## config.mk

```make
export PLATFORM = sky130hd
export DESIGN_NAME = prom_loader
export DESIGN_NICKNAME = d
export VERILOG_FILES = /design/src/rtl/prom_loader.sv
export SDC_FILE = /design/constraint.sdc
export NUM_CORES = 1
export LEC_CHECK = 0
export ABC_CLOCK_PERIOD_IN_PS = 5400
export CAP_MARGIN = 25
export CORE_UTILIZATION = 43
export CTS_CLUSTER_SIZE = 8
export DETAILED_ROUTE_END_ITERATION = 7
export GPL_TIMING_DRIVEN = 0
export PLACE_DENSITY = 0.62
export SLEW_MARGIN = 25
export SYNTH_ARGS = -nofsm -noshare
export SYNTH_HDL_FRONTEND = slang
export SYNTH_SLANG_ARGS = --single-unit
```

## constraint.sdc

```tcl
create_clock -name CLK -period 5.4 [get_ports CLK]
set_input_delay 1.08 -clock CLK [delete_from_list [all_inputs] [get_ports CLK]]
set_output_delay 1.08 -clock CLK [all_outputs]
set_load 0.01 [all_outputs]
```

## src/rtl/prom_loader.sv

```systemverilog
// rtl/prom_loader.sv - serial-loaded program memory that holds the core in reset while loading
// Optional checksum verification and FAIL state are enabled by `define PROM_CHECKSUM_EN.
module prom_loader #(
  parameter int PC_LEN    = 7,
  parameter int INSTR_LEN = 12
) (
  input  logic                 CLK,
  input  logic                 RST,
  input  logic                 SDI,
  input  logic                 SDV,
  input  logic                 LOAD_REQ,
  input  logic                 LOAD_END,
  input  logic [PC_LEN-1:0]    PC,
  output logic [INSTR_LEN-1:0] INSTR,
  output logic                 CORE_RSTN,
  output logic                 BUSY,
  output logic [PC_LEN:0]      WCNT,
  output logic                 ERR
);

  localparam int DEPTH = 2 ** PC_LEN;
  localparam int BW    = (INSTR_LEN > 1) ? $clog2(INSTR_LEN) : 1;
  localparam logic [BW-1:0]   LAST_BIT = BW'(INSTR_LEN - 1);
  localparam logic [PC_LEN:0] FULL     = (PC_LEN + 1)'(DEPTH);

`ifdef PROM_CHECKSUM_EN
  typedef enum logic [1:0] {S_LOAD, S_RELEASE, S_RUN, S_FAIL} state_t;
`else
  typedef enum logic [1:0] {S_LOAD, S_RELEASE, S_RUN} state_t;
`endif

  state_t                 state, state_nxt;
  logic [BW-1:0]          bit_cnt;
  logic [INSTR_LEN-2:0]   shift;
  logic [PC_LEN-1:0]      waddr;
  logic [PC_LEN:0]        wcnt;
  logic                   rel_cnt;
  logic [INSTR_LEN-1:0]   word;
  logic                   full, word_done, load_start;
  logic                   core_rstn_nxt, busy_nxt;
  logic [INSTR_LEN-1:0]   mem [DEPTH];

`ifdef PROM_CHECKSUM_EN
  logic [INSTR_LEN-1:0]   sum, sum_nxt;
  logic                   err, err_nxt;
`endif

  always_comb begin
    word          = {shift, SDI};
    full          = (wcnt == FULL);
    word_done     = (state == S_LOAD) && SDV && !full && (bit_cnt == LAST_BIT);
    state_nxt     = state;
    load_start    = 1'b0;
    core_rstn_nxt = 1'b0;
    busy_nxt      = 1'b1;
`ifdef PROM_CHECKSUM_EN
    // The word completing on the LOAD_END edge must count toward the verdict.
    sum_nxt       = sum + (word_done ? word : '0);
    err_nxt       = 1'b0;
`endif
    case (state)
      S_LOAD: begin
        if (full || LOAD_END) begin
`ifdef PROM_CHECKSUM_EN
          if (sum_nxt != '0) begin
            state_nxt = S_FAIL;
            busy_nxt  = 1'b0;
            err_nxt   = 1'b1;
          end else begin
            state_nxt = S_RELEASE;
          end
`else
          state_nxt = S_RELEASE;
`endif
        end
      end
      S_RELEASE: begin
        if (rel_cnt) state_nxt = S_RUN;
      end
      S_RUN: begin
        if (LOAD_REQ) begin
          state_nxt  = S_LOAD;
          load_start = 1'b1;
        end else begin
          core_rstn_nxt = 1'b1;
          busy_nxt      = 1'b0;
        end
      end
`ifdef PROM_CHECKSUM_EN
      S_FAIL: begin
        if (LOAD_REQ) begin
          state_nxt  = S_LOAD;
          load_start = 1'b1;
        end else begin
          busy_nxt = 1'b0;
          err_nxt  = 1'b1;
        end
      end
`endif
      default: state_nxt = S_LOAD;
    endcase
  end

  // Core-facing outputs are registered from the next-state decode.
  always_ff @(posedge CLK) begin
    if (RST) begin
      state     <= S_LOAD;
      CORE_RSTN <= 1'b0;
      BUSY      <= 1'b1;
`ifdef PROM_CHECKSUM_EN
      err       <= 1'b0;
`endif
    end else begin
      state     <= state_nxt;
      CORE_RSTN <= core_rstn_nxt;
      BUSY      <= busy_nxt;
`ifdef PROM_CHECKSUM_EN
      err       <= err_nxt;
`endif
    end
  end

  always_ff @(posedge CLK) begin
    if (RST || load_start) begin
      bit_cnt <= '0;
      shift   <= '0;
      waddr   <= '0;
      wcnt    <= '0;
      rel_cnt <= 1'b0;
`ifdef PROM_CHECKSUM_EN
      sum     <= '0;
`endif
    end else begin
      if ((state == S_LOAD) && SDV && !full) begin
        shift <= word[INSTR_LEN-2:0];
        if (word_done) begin
          bit_cnt <= '0;
          waddr   <= waddr + PC_LEN'(1);
          wcnt    <= wcnt + (PC_LEN + 1)'(1);
        end else begin
          bit_cnt <= bit_cnt + BW'(1);
        end
      end
      rel_cnt <= (state == S_RELEASE) && !rel_cnt;
`ifdef PROM_CHECKSUM_EN
      sum     <= sum_nxt;
`endif
    end
  end

  always_ff @(posedge CLK) begin
    if (!RST && word_done) mem[waddr] <= word;
  end

  assign INSTR = mem[PC];
  assign WCNT  = wcnt;
`ifdef PROM_CHECKSUM_EN
  assign ERR   = err;
`else
  assign ERR   = 1'b0;
`endif

endmodule

```

==> flow_summary.json <==
{
  "hold_violations": 0,
  "ant_nets": 0,
  "netlist_area_um2": 60370,
  "drc": 0,
  "fin_nets": 2820,
  "vias": 28370,
  "required_ns": 4.32,
  "syn_inst": 2515,
  "cts_tree": "yes",
  "post-route-util_pct": 50.49,
  "synth_nets": 2532,
  "max_freq_mhz": 184.9,
  "crit_buf_inv": 4,
  "dr.pass1.iters": 5,
  "cts.sinks": 1571,
  "cts-buffers-inserted": 214,
  "start_util_pct": 43.32,
  "drive_above_1_share_pct": 36.49,
  "dpl-instance-area_um2": 64090,
  "grt_pass1_vias": 29470,
  "yosysWarnings": 0,
  "grt_max_degree": 75,
  "power_density_nw_per_um2": 365.4,
  "die_y_um": 376.7,
  "vias_per_cell": 6.009,
  "final_common_cell": "edfxtp_1",
  "std_cell_rows": 137,
  "track_usage_pct": 21.86,
  "period_minus_slack_ns": 5.409,
  "slowest_delay_ns": 0.60,
  "p_leak_nw": 21.05,
  "ir_worst_vdd_v": 0.0002917,
  "dieArea_um2": 141900,
  "violations": "setup timing",
  "crit_type": "in -> out",
  "crit_chain": "buf_6 > buf_12 > buf_6 > mux4_2 > mux4_2 > mux4_2 > mux2_2 > clkdlybuf4s50_1",
  "post_cts_buffers": 0,
  "clockBufferDepth": 3,
  "r2r_slack_ns": 0.81,
  "drt_wl_total_um": 152100,
  "drv_slew": 0,
  "cp_slowest_cell": "mux4_2",
  "die_x_um": 376.7,
  "tns_ns": -0.01602,
  "avgRoutedWirePerCell_um": 32.21,
  "ios": 36,
  "setup_ws_ns": -0.009096,
  "rsz0062_at_grt": "yes",
  "synth_cell_types": 38,
  "avgSynthCellArea_um2": 24.00,
  "cp_top_family": "multiplexers",
  "maxCapViolCount": 0,
  "path_max_fanout": 10,
  "min_period_over_period_pct": 100.2,
  "port-buffer-count": 27,
  "worstPathArrival_ns": 4.33,
  "pre_cts_slack_ns": -1.120,
  "start_kind": "input port",
  "overflow": 0,
  "holdCritStartpoint": "rel_cnt",
  "syn_to_final_growth_pct": 16.56,
  "status": "finished, violations left",
  "final_cell_mix": "1536 x edfxtp_1, 504 x mux4_2, 215 x clkbuf_16, 116 x nor2_2, 49 x clkbuf_1",
  "skew_ns": 0.03064,
  "dr.first_iter.drc_count": 3492,
  "grt_pass1_wl_um": 217600,
  "synth_edf_count": 1536,
  "finalSetupViolations": 2,
  "clk_latency_ns": 0.79,
  "crit_path_end_kind": "output port",
  "place.detailed.hpwl_um": 101900,
  "synth_flop_cell": "edfxtp_1",
  "timing.rr.end": "mem[77][8]",
  "worst_pin_slew_ns": 1.003,
  "synth_seq_area_share_pct": 77.57,
  "ys_ff_latch": 1571,
  "reg2reg_depth": 9,
  "coreArea_um2": 139400,
  "clkTransAtPathRegs_ns": 0.05,
  "r2r-start": "WCNT[0]",
  "antenna_found_initial": 7,
  "crit_top_cell": "mux4_2",
  "relSlewSlack_pct": 32.89,
  "whs_path_depth": 1,
  "cts-htree-levels": 4,
  "design_area_um2": 70360,
  "min_path_type": "reg -> reg",
  "ys_async_sr_fraction_pct": 0,
  "cts_root_buf": "clkbuf_16",
  "total_power_mw": 25.71,
  "gp_congestion": 0.8521,
  "hold_end": "rel_cnt"
}
repair_timing:
| action | in CTS | in global routing |
|---|---|---|
| endpoints found under the setup margin | 12 | 12 |
| resized for setup | 158 | 29 |
| gates cloned | 1 | 0 |
| hold buffers | 0 | 0 |
worst max path at each step:
stage | from | end | slack, ns | cells after the start
after floorplan | PC[0] | INSTR[0] | 0.81 | 6
after global placement | PC[2] | INSTR[9] | -1.52 | 8
after detailed placement | PC[2] | INSTR[8] | -1.12 | 8
after CTS | PC[2] | INSTR[3] | 0.003 | 9
after global routing | PC[0] | INSTR[8] | -0.005 | 8
final | PC[0] | INSTR[10] | -0.009 | 8
Yosys cell counts, drive strengths merged, types with 5 or more instances:
master	instances	area share (%)
nor2	145	0.90
mux2	12	0.22
a21oi	14	0.12
mux4	504	19
edfxtp	1536	76
dfxtp	35	1.2
clkbuf	83	0.52
nand2b	5	0.052
mux2i	14	0.23
nor2b	8	0.083
or3	7	0.073
buf	57	0.51
o21ai	8	0.066
inv	7	0.044
nand3	18	0.15
or4	5	0.062
nand4	9	0.093
nand2	21	0.13
per-stage QoR:
stage | hold WS, ns | instances
after CTS | 0.4389 | 4716
after floorplan | 0.3985 | 2515
after global routing | 0.4622 | 4718
after detailed placement | 0.4324 | 4460
after global placement | 0.4127 | 4418
final | 0.4397 | 4721
area by class of cell:
class | count | area [µm²]
fill | 10600 | 69000
inverter | 7 | 26.28
buffer | 140 | 1109
clock buffer | 240 | 5474
tap | 1876 | 2347
antenna | 3 | 7.507
clock inverter | 15 | 219.0
timing repair buffer | 72 | 1111
multi-input combinational | 797 | 13200
sequential | 1571 | 46870
power by group:
part / internal, mW / switching, mW / total [mW]
clock network: 7.02 / 4.73 / 11.7
logic: 0.296 / 0.407 / 0.702
registers: 13.3 / 0.0108 / 13.3
cells by family after synthesis:
family / share of synthesized area (%)
fa+ha+maj: 0.08291
compound gates: 0.3337
other cells: 0.006212
flops: 77.57
xor+xnor: 0.02902
mux: 19.26
buf+inv: 1.074
simple gates: 1.648
metal layers:
metal	vias to the layer above	part of all wire, %	wire [µm]	track usage, %
li1	11340	-	-	-
met1	15340	40	60550	30.51
met2	1444	48	73460	34.53
met3	252	8.8	13410	4.326
met4	2	3.0	4627	7.539
met5	-	0.0079	12	0
registers in the layout (all words and copies together) (netlist names):
signal	count
waddr	7
bit_cnt	4
BUSY	1
WCNT	8
rel_cnt	1
shift	11
state	2
CORE_RSTN	1
mem	1536
Note: power is estimated with default switching activity, not from simulation.
